==> src/rtl/maze_pkg.sv <==
// Shared maze types: direction encoding used by solver and replay,
// replay FSM states and the default coordinate width.
package maze_pkg;

  localparam int COORD_W = 4;

  typedef enum logic [1:0] {
    DIR_UP    = 2'b00,
    DIR_RIGHT = 2'b01,
    DIR_LEFT  = 2'b10,
    DIR_DOWN  = 2'b11
  } dir_t;

  typedef enum logic [2:0] {
    ST_IDLE  = 3'd0,
    ST_EMIT  = 3'd1,
    ST_WAIT  = 3'd2,
    ST_FETCH = 3'd3,
    ST_DONE  = 3'd4
  } replay_state_t;

  // UP and DOWN move along Y; the others along X.
  function automatic logic dir_is_vertical(input dir_t d);
    return (d == DIR_UP) || (d == DIR_DOWN);
  endfunction

  // UP and RIGHT increase the coordinate; LEFT and DOWN decrease it.
  function automatic logic dir_is_plus(input dir_t d);
    return (d == DIR_UP) || (d == DIR_RIGHT);
  endfunction

endpackage

==> src/rtl/step_delay_timer.sv <==
// Loadable down-counter; expire flags the final counted cycle (count == 1).
module step_delay_timer #(
  parameter int DELAY_W = 16
) (
  input  logic               clk,
  input  logic               rst_n,
  input  logic               load,
  input  logic [DELAY_W-1:0] load_val,
  input  logic               en,
  output logic               expire
);

  logic [DELAY_W-1:0] cnt_q, cnt_d;

  // Load takes priority over counting; the counter never wraps below zero.
  always_comb begin
    cnt_d = cnt_q;
    if (load) begin
      cnt_d = load_val;
    end else if (en && (cnt_q != {DELAY_W{1'b0}})) begin
      cnt_d = cnt_q - {{(DELAY_W-1){1'b0}}, 1'b1};
    end else begin
      cnt_d = cnt_q;
    end
  end

  // Counter register with synchronous active-low reset.
  always_ff @(posedge clk) begin
    if (!rst_n) begin
      cnt_q <= {DELAY_W{1'b0}};
    end else begin
      cnt_q <= cnt_d;
    end
  end

  assign expire = (cnt_q == {{(DELAY_W-1){1'b0}}, 1'b1});

endmodule

==> src/rtl/path_replay_ctrl.sv <==
// Replays a solved path: drains the direction deque and emits each visited
// cell from the fixed start over a valid/ready handshake with step delay.
module path_replay_ctrl
  import maze_pkg::*;
#(
  parameter int N       = COORD_W,
  parameter int DELAY_W = 16,
  parameter int START_X = 0,
  parameter int START_Y = 0
) (
  input  logic               Clk,
  input  logic               Rst_n,
  input  logic               start,
  input  logic               abort,
  input  logic [DELAY_W-1:0] step_delay,
  input  logic               deque_empty,
  input  logic [1:0]         deque_front,
  output logic               pop_front,
  output logic [N-1:0]       pos_x,
  output logic [N-1:0]       pos_y,
  output logic               pos_valid,
  input  logic               pos_ready,
  output logic               busy,
  output logic               done,
  output logic               err
);

  replay_state_t      state_q, state_d;
  logic [N-1:0]       pos_x_q, pos_x_d, pos_y_q, pos_y_d;
  logic [DELAY_W-1:0] dly_q, dly_d;
  logic               err_q, err_d;
  logic               pop_s, tmr_load_s, tmr_en_s, tmr_expire_s;
  dir_t               dir_s;
  logic               vert_s, plus_s, at_edge_s;
  logic [N-1:0]       cur_s, nxt_s;

  step_delay_timer #(.DELAY_W(DELAY_W)) u_timer (
    .clk      (Clk),
    .rst_n    (Rst_n),
    .load     (tmr_load_s),
    .load_val (dly_q),
    .en       (tmr_en_s),
    .expire   (tmr_expire_s)
  );

  // Move decode: pick the affected axis and detect a move off the grid edge.
  always_comb begin
    dir_s     = dir_t'(deque_front);
    vert_s    = dir_is_vertical(dir_s);
    plus_s    = dir_is_plus(dir_s);
    cur_s     = vert_s ? pos_y_q : pos_x_q;
    at_edge_s = plus_s ? (cur_s == {N{1'b1}}) : (cur_s == {N{1'b0}});
    nxt_s     = plus_s ? (cur_s + {{(N-1){1'b0}}, 1'b1})
                       : (cur_s - {{(N-1){1'b0}}, 1'b1});
  end

  // Next-state logic; abort overrides start and the handshake.
  always_comb begin
    state_d    = state_q;
    pos_x_d    = pos_x_q;
    pos_y_d    = pos_y_q;
    dly_d      = dly_q;
    err_d      = err_q;
    pop_s      = 1'b0;
    tmr_load_s = 1'b0;
    tmr_en_s   = 1'b0;
    if (abort && (state_q != ST_IDLE)) begin
      state_d = ST_IDLE;
    end else begin
      case (state_q)
        ST_IDLE, ST_DONE: begin
          if (start) begin
            pos_x_d = N'(START_X);
            pos_y_d = N'(START_Y);
            dly_d   = step_delay;
            err_d   = 1'b0;
            state_d = ST_EMIT;
          end else begin
            state_d = state_q;
          end
        end
        ST_EMIT: begin
          if (!pos_ready) begin
            state_d = ST_EMIT;
          end else if (deque_empty) begin
            state_d = ST_DONE;
          end else if (dly_q == {DELAY_W{1'b0}}) begin
            state_d = ST_FETCH;
          end else begin
            tmr_load_s = 1'b1;
            state_d    = ST_WAIT;
          end
        end
        ST_WAIT: begin
          tmr_en_s = 1'b1;
          state_d  = tmr_expire_s ? ST_FETCH : ST_WAIT;
        end
        ST_FETCH: begin
          if (deque_empty) begin
            state_d = ST_DONE;
          end else if (at_edge_s) begin
            err_d   = 1'b1;
            state_d = ST_DONE;
          end else begin
            pop_s = 1'b1;
            if (vert_s) begin
              pos_y_d = nxt_s;
            end else begin
              pos_x_d = nxt_s;
            end
            state_d = ST_EMIT;
          end
        end
        default: state_d = ST_IDLE;
      endcase
    end
  end

  // State and datapath registers with synchronous active-low reset.
  always_ff @(posedge Clk) begin
    if (!Rst_n) begin
      state_q <= ST_IDLE;
      pos_x_q <= N'(START_X);
      pos_y_q <= N'(START_Y);
      dly_q   <= {DELAY_W{1'b0}};
      err_q   <= 1'b0;
    end else begin
      state_q <= state_d;
      pos_x_q <= pos_x_d;
      pos_y_q <= pos_y_d;
      dly_q   <= dly_d;
      err_q   <= err_d;
    end
  end

  assign pop_front = pop_s;
  assign pos_x     = pos_x_q;
  assign pos_y     = pos_y_q;
  assign pos_valid = (state_q == ST_EMIT);
  assign busy      = (state_q == ST_EMIT) || (state_q == ST_WAIT) || (state_q == ST_FETCH);
  assign done      = (state_q == ST_DONE);
  assign err       = err_q;

endmodule

==> config.mk <==
export PLATFORM = sky130hd
export DESIGN_NAME = path_replay_ctrl
export DESIGN_NICKNAME = d
export VERILOG_FILES = /design/src/rtl/maze_pkg.sv /design/src/rtl/step_delay_timer.sv /design/src/rtl/path_replay_ctrl.sv
export SDC_FILE = /design/constraint.sdc
export NUM_CORES = 1
export LEC_CHECK = 0
export CORE_UTILIZATION = 35
export CTS_BUF_LIST = sky130_fd_sc_hd__clkbuf_8 sky130_fd_sc_hd__clkbuf_16
export CTS_CLUSTER_SIZE = 28
export DETAILED_ROUTE_END_ITERATION = 16
export GPL_TIMING_DRIVEN = 0
export HOLD_SLACK_MARGIN = 0.03
export SYNTH_ARGS = -nofsm -noshare
export SYNTH_HDL_FRONTEND = slang
export SYNTH_SLANG_ARGS = --single-unit
export TNS_END_PERCENT = 5
==> constraint.sdc <==
create_clock -name Clk -period 6.1 [get_ports Clk]
set_input_delay 1.22 -clock Clk [delete_from_list [all_inputs] [get_ports Clk]]
set_output_delay 1.22 -clock Clk [all_outputs]
set_load 0.005 [all_outputs]
==> summary.md, run 1 <==
| Metric | Value |
|---|---|
| Max Fclk | `184 MHz` |
| Worst Max-Slew Pin Slew | `0.861 ns` |
| TritonCTS clock tree | `built` |
| Initial antenna violation count | `0` |
| Post-layout instance area | `approximately 0.0030 mm^2` |
| Crit path DAT | `between 4 and 5 ns` |
| Port Buffer Count | `35` |
| Seq cells post-synth | `44` |
| I/O pins | `37` |
| Max-Cap Viols | `0` |
| Critical Path Sink Type | `primary output` |
| Post-synth top cells | `57 x nand2_1, 44 x dfxtp_1, 25 x a21oi_1, 16 x clkbuf_1` |
| Detail Placement HPWL | `roughly 4600 um` |
| Post-Synthesis Net Count | `roughly 330` |
| Min-Delay Path Class | `register to register` |
| Max Used Layer | `met4` |
| Global-route wire length before repair | `10600 um` |
| Post-DP Area | `about 0.0028 mm^2` |
| Worst-path cell chain | `clkdlybuf4s50_1 -> inv_1 -> ha_1 -> clkbuf_1 -> mux2i_1 -> or4_1 -> mux2i_1 -> nor4_1 -> clkdlybuf4s50_1` |
| Starting DRT DRC Count | `roughly 120` |
| Total gr overflow | `0` |
| Sequential share of the synthesized area | `a little under two fifths` |
| CTS max path bufs | `2` |
| Crit path max-delay family | `buffers and inverters` |
| DRC Markers | `0` |
| Pleak | `roughly 1.1 nW` |
| WL met1 | `about 3000 um` |
| Ys Warns | `0` |
| Worst Path Buf+Inv | `4` |
| Diodes inserted | `0` |
| Layout net count | `approximately 370` |
| Top cell type's share of synthesized area | `between 30 and 40%` |
| Final hold viol count | `0` |
| Crit path max-delay cell type | `or4_1` |
| Crit-path max FO | `6` |
| Chip Height | `84.6 um` |
| Syn Area/Cell | `8.10 um^2` |
| Final Util | `45.8%` |
| Startpoint Class | `primary input` |
| Synth Cell Area | `~0.0024 mm^2` |
| Final Slew Violations | `0` |
| # H-tree levels | `2` |
| Ys flop type | `dfxtp_1` |
| WL met3 | `about 250 um` |
| Antenna-violating nets left | `0` |
| Fillers | `666` |
| Clock Latency Late Sink | `around 0.29 ns` |
| Most frequent cell after synthesis | `nand2_1` |
| TNS Setup | `0 ns` |
| Via count | `between 2000 and 2500` |
| Area occupied by multi-input gates | `roughly 0.0014 mm^2` |
| Clock Tree Root | `clkbuf_8` |
| TritonRoute pass-1 iters | `4` |
| Row cnt | `29` |
| RSZ-0062 raised after global routing | `false` |
| Cell Pwr Density | `240 mW/mm^2` |
| Routed WL per cell | `about 15 um` |
| CORE AREA | `around 0.0065 mm^2` |
| Post-detailed-route via-to-cell ratio | `~5.5` |
| Sink Count | `between 40 and 50` |
| Final setup violation count | `0` |
| Max IR drop VDD | `between 0.0001 and 0.00015 V` |
| Tcrit/Tclk final | `around nine tenths` |
| CTS Hold Bufs | `0` |
| Critical path data required time | `around 5 ns` |
| FF+latch area | `between 800 and 900 um^2` |
| Die width | `around 85 um` |
| Global placer's final weighted congestion | `~0.82` |
| Synth-to-layout area growth | `23.8%` |
| # Post-CTS Setup Buffers | `0` |
| DR WL met2 | `2880 um` |
| Final Skew | `0.00531 ns` |
| Setup CP Type | `primary input to primary output` |
| Synth top area cells | `dfxtp_1 37%, nand2_1 9.0%, mux2i_1 5.4%, a21oi_1 5.2%, ha_1 3.7%` |
| Synth area leader | `dfxtp_1` |
| Vias in the first global route | `between 2000 and 2500` |
| Overall Global Routing Usage | `18.6%` |
| Die ar. | `about 0.0072 mm^2` |
| CP max stage delay | `~0.55 ns` |
| Post-Synthesis Cells | `295` |
| Yosys cell types | `53` |
| Post-Route WL | `approximately 6200 um` |
| Cts repair resizes | `0` |
| Reg clk slew, reported paths | `0.09 ns` |
| Initial Util | `a little under two fifths` |
| Num CTS Buffers | `5` |
| Post-synth ARST share | `0%` |
| Pin count of the biggest net entering global routing | `15` |
| EDFF count, synth | `0` |
| Max_slew headroom | `roughly 42%` |
| Fraction of layout cells with a size suffix above 1 | `roughly 8.3%` |
| Outcome | `complete, no violations` |
| Fin crit period | `between 5 and 6 ns` |
cells in the final DEF (no fill, tap or decap), types with 3 or more instances in the layout:
cell / Yosys / routed
o311ai_0: 4 / 4
clkbuf_1: 16 / 16
dfxtp_1: 44 / 44
a21oi_1: 25 / 25
nor2_1: 13 / 13
o21ai_0: 6 / 6
or4_2: 3 / 3
clkdlybuf4s50_1: 0 / 35
a31oi_1: 12 / 12
a22oi_1: 3 / 3
nand3_1: 9 / 9
and3b_1: 3 / 3
or3_1: 5 / 5
nand2_1: 57 / 57
ha_1: 7 / 7
nor4_1: 5 / 5
nor3_1: 6 / 6
mux2i_1: 13 / 13
or3_2: 3 / 3
clkbuf_8: 0 / 6
inv_1: 9 / 9
or2_2: 5 / 5
or4_1: 3 / 3
o211ai_1: 6 / 6
metrics by stage:
stage	std cells	total power [mW]	hold slack, ns	setup slack (ns)
global placement	407	0.478	0.453	0.654
detailed placement	407	0.480	0.458	0.641
global route	415	0.751	0.503	0.396
CTS	415	0.716	0.476	0.642
finish	415	0.710	0.467	0.680
floorplan	295	0.422	0.444	1.91
flip-flops by register name (all words and copies together), names as in the netlist:
name           cells
dly_q             16
pos_x              4
state_q            3
pos_y              4
u_timer.cnt_q     16
err                1
final cells by class:
type,count,share of cell area [%]
Timing Repair Buffer,35,11.8
Tap cell,77,3.26
Clock buffer,6,2.79
Buffer,17,2.20
Clock inverter,2,1.31
Sequential cell,44,29.8
Inverter,9,1.14
Multi-Input combinational cell,225,47.7
final timing paths:
path                                                     from                            end  slack (ns)  depth (start not counted)
worst min register to register               err$_SDFFE_PN0P_               err$_SDFFE_PN0P_        0.47                          2
worst min-delay path                         err$_SDFFE_PN0P_               err$_SDFFE_PN0P_        0.47                          2
worst max-delay path                           deque_front[0]                      pop_front        0.68                          9
worst max register to register  u_timer.cnt_q[4]$_SDFFE_PN0P_  u_timer.cnt_q[9]$_SDFFE_PN0P_        3.49                          7
where the power goes:
| part | internal (mW) | leakage [nW] | switching (mW) |
|---|---|---|---|
| registers | 0.303 | 0.357 | 0.0157 |
| logic | 0.0675 | 0.691 | 0.0864 |
| clock network | 0.134 | 0.0614 | 0.103 |
per-layer routing:
layer,track usage [%],vias to the layer above
met1,25.6,1091
met4,5.86,0
met5,0,-
met2,29.9,41
met3,3.05,4
li1,-,1156
worst reg2reg max path: cells and delay by family, from the launching register on:
kind | cells | cell delay [ns]
AOI/OAI and AO/OA | 3 | 0.62
and+or+nand+nor | 2 | 1.04
buffers and inverters | 2 | 0.53
DFF | 1 | 0.35
logic make-up after synthesis:
logic type,after synthesis,synth area share [%]
adders and majority gates,8,4.50
xor gates and xnor gates,3,1.10
muxes,15,6.39
buffers and inverters,26,4.14
and+or+nand+nor,126,26.8
DFF,44,36.9
AOI/OAI and AO/OA,73,20.2
Note: power is estimated with default switching activity, not from simulation.
==> run 2, diff against run 1 <==
- CTS_CLUSTER_DIAMETER: default -> 150
==> results of run 2 <==
No change in the layout: final DEF, timing and power equal those of run 1.
==> run 3, diff against run 2 <==
- DONT_BUFFER_PORTS: default -> 1
==> run 3 against run 2 <==
Compared with the run above: clock power increased by 11%; largest cell class unchanged; combinational power decreased by 15%; sequential cell count unchanged; cell count decreased by 8.7%; first-iteration DRC count increased by 26%; register-to-register slack got worse by 0.09 ns; via count decreased by 4.9%; wire length decreased by 0.71%; critical path depth decreased by 2; die area unchanged; non-clock buffer count decreased by 35; clock-buffer cell count decreased by 1.
==> summary.md, run 3 (synthesis results as in run 1) <==
| Metric | Value |
|---|---|
| Outcome | `complete, no violations` |
| Initial Util | `37.0% (unchanged)` |
| Setup CP Type | `primary input to primary output` |
| Tcrit/Tclk final | `73.5% (-15 points)` |
| Worst Path Buf+Inv | `2 (-2)` |
| Max Fclk | `223 MHz (+21%)` |
| RSZ-0062 raised after global routing | `false` |
| WL met1 | `2870 um (-3.5%)` |
| Port Buffer Count | `0 (-100%)` |
| Fillers | `678 (+1.8%)` |
| Clock Latency Late Sink | `0.29 ns (about the same)` |
| Cell mode on critical path | `mux2i_1` |
| Worst-path cell chain | `inv_1 -> ha_1 -> clkbuf_1 -> mux2i_1 -> or4_1 -> mux2i_1 -> nor4_1` |
| CTS Hold Bufs | `0 (unchanged)` |
| CP max stage delay | `0.55 ns (about the same)` |
| DRC Markers | `0 (unchanged)` |
| Cell Pwr Density | `272 mW/mm^2 (+13%)` |
| I/O pins | `37 (unchanged)` |
| Die ar. | `0.00716 mm^2 (unchanged)` |
| Hold depth | `2 (unchanged)` |
| TritonRoute pass-1 iters | `4 (unchanged)` |
| Biggest regs | `dly_q x16, u_timer.cnt_q x16` |
| Synth-to-layout area growth | `9.42%` |
| DR WL met2 | `2830 um (-1.7%)` |
| Final hold viol count | `0 (unchanged)` |
| Final setup violation count | `0 (unchanged)` |
| WHS Endpoint | `dly_q[11]$_SDFFE_PN0P_` |
| Critical Path Sink Type | `primary output` |
| Crit-path max FO | `6 (unchanged)` |
| Fin crit period | `4.48 ns (-0.939 ns)` |
| Max_slew headroom | `40.2% (-2.0 points)` |
| Pleak | `0.982 nW (-12%)` |
| Worst hold start | `dly_q[11]$_SDFFE_PN0P_` |
| Initial antenna violation count | `0 (unchanged)` |
| # H-tree levels | `2 (unchanged)` |
| Reg clk slew, reported paths | `0.08 ns (about the same)` |
| Min-Delay Path Class | `register to register` |
| Inst Count DP | `372 (-8.6%)` |
| # Post-CTS Setup Buffers | `0 (unchanged)` |
| Final Skew | `0.00664 ns (+0.00132 ns)` |
| Diodes inserted | `0 (unchanged)` |
| CTS max path bufs | `2 (unchanged)` |
| Cts repair resizes | `0 (unchanged)` |
| CORE AREA | `0.00646 mm^2 (unchanged)` |
| Via count | `2180 (-4.9%)` |
| Worst Max-Slew Pin Slew | `0.890 ns (+0.0291 ns)` |
| Num CTS Buffers | `5 (unchanged)` |
| Overall Global Routing Usage | `18.1% (-0.54 points)` |
| Post-Route WL | `6120 um (-0.71%)` |
| WL met3 | `364 um (+48%)` |
| Critical R2R Launch | `u_timer.cnt_q[4]$_SDFFE_PN0P_` |
| Antenna-violating nets left | `0 (unchanged)` |
| Fraction of layout cells with a size suffix above 1 | `8.94% (+0.66 points)` |
| Startpoint Class | `primary input` |
| Max IR drop VDD | `0.000178 V (+27%)` |
| Max-Cap Viols | `0 (unchanged)` |
| Total gr overflow | `0 (unchanged)` |
| Flop2flop setup slack | `3.40 ns (-0.09 ns)` |
| Max Used Layer | `met4` |
| Chip Height | `84.6 um (unchanged)` |
| Sink Count | `44 (unchanged)` |
| Row cnt | `29 (unchanged)` |
| Global placer's final weighted congestion | `0.849 (+3.0%)` |
| Pin count of the biggest net entering global routing | `14 (-1)` |
| Commonest non-fill, non-tap cell in the layout | `nand2_1` |
| Die width | `84.6 um (unchanged)` |
| Post-detailed-route via-to-cell ratio | `5.75 (+4.1%)` |
| Final Slew Violations | `0 (unchanged)` |
| Final std cells w/o fill | `379 (-8.7%)` |
| Crit. path cell count | `7 (-2)` |
| TNS Setup | `0 ns (unchanged)` |
| Vias in the first global route | `2151 (-4.4%)` |
| Critical path data required time | `4.88 ns (about the same)` |
| Reg2Reg Depth | `7 (unchanged)` |
| TritonCTS clock tree | `built` |
| Crit path max-delay cell type | `or4_1` |
| Most frequent cells in the layout | `57 x nand2_1, 44 x dfxtp_1, 25 x a21oi_1` |
| FF-to-FF End | `u_timer.cnt_q[7]$_SDFFE_PN0P_` |
| Routed WL per cell | `16.1 um (+8.7%)` |
| Starting DRT DRC Count | `156 (+26%)` |
| Crit path max-delay family | `simple AND/OR/NAND/NOR gates` |
| Crit path DAT | `3.26 ns (-0.94 ns)` |
| Detail Placement HPWL | `4480 um (-2.9%)` |
| Layout net count | `334 (-9.5%)` |
| Clock Tree Root | `clkbuf_8` |
| Global-route wire length before repair | `10400 um (-2.3%)` |
-- run 3: cell types whose count changed in the layout (fill, tap and decap cells not counted), sizes merged --
cell           previous run  this run
clkdlybuf4s50            35         0
clkbuf                   22        21
bufinv                    1         2
clkinv                    1         0
-- run 3: final cells by class --
cell class / instances / area (um^2) / share of cell area, %
sequential: 44 / 881 / 33.7
multi-input combinational: 225 / 1410 / 53.9
buffer: 17 / 65.1 / 2.49
inverter: 9 / 33.8 / 1.29
clock buffer: 5 / 68.8 / 2.63
clock inverter: 2 / 60.1 / 2.30
tap: 77 / 96.3 / 3.68
-- run 3: worst reg2reg max path, cell delays in order (launching register included) --
cell	delay (ns)
dfxtp_1	0.36
or4_1	0.52
buf_2	0.19
nor3_1	0.54
a211o_1	0.25
clkbuf_1	0.38
o2bb2ai_1	0.17
o21a_1	0.20
-- run 3: worst max path at each step --
| stage | startpoint | to | slack [ns] |
|---|---|---|---|
| CTS | deque_front[1] | pop_front | 1.62 |
| floorplan | deque_front[1] | pop_front | 1.91 |
| global route | deque_front[1] | pop_front | 1.41 |
| finish | deque_front[1] | pop_front | 1.62 |
| global placement | deque_front[1] | pop_front | 1.63 |
| detailed placement | deque_front[1] | pop_front | 1.62 |
-- run 3: power by group --
part / switching, mW / internal, mW
Sequential: 0.0146 / 0.303
Combinational: 0.0826 / 0.0485
Clock: 0.101 / 0.161
-- run 3: layer usage --
layer | global-route usage (%) | vias to the layer above
met5 | 0 | -
met4 | 5.08 | 0
met3 | 4.23 | 4
met2 | 28.3 | 55
met1 | 24.9 | 1039
li1 | - | 1082
-- run 3: per-stage QoR --
stage          utilization (%)  worst slack [ns]  cell area (um^2)  hold slack, ns  power [mW]
2_1_floorplan                -              1.91              2390           0.444       0.422
3_3_place_gp              38.5              1.63              2490           0.463       0.454
3_5_place_dp              38.5              1.62              2490           0.472       0.456
4_1_cts                   40.5              1.62              2620           0.487       0.716
5_1_grt                   40.5              1.41              2620           0.510       0.750
6_report                  40.5              1.62              2620           0.484       0.711
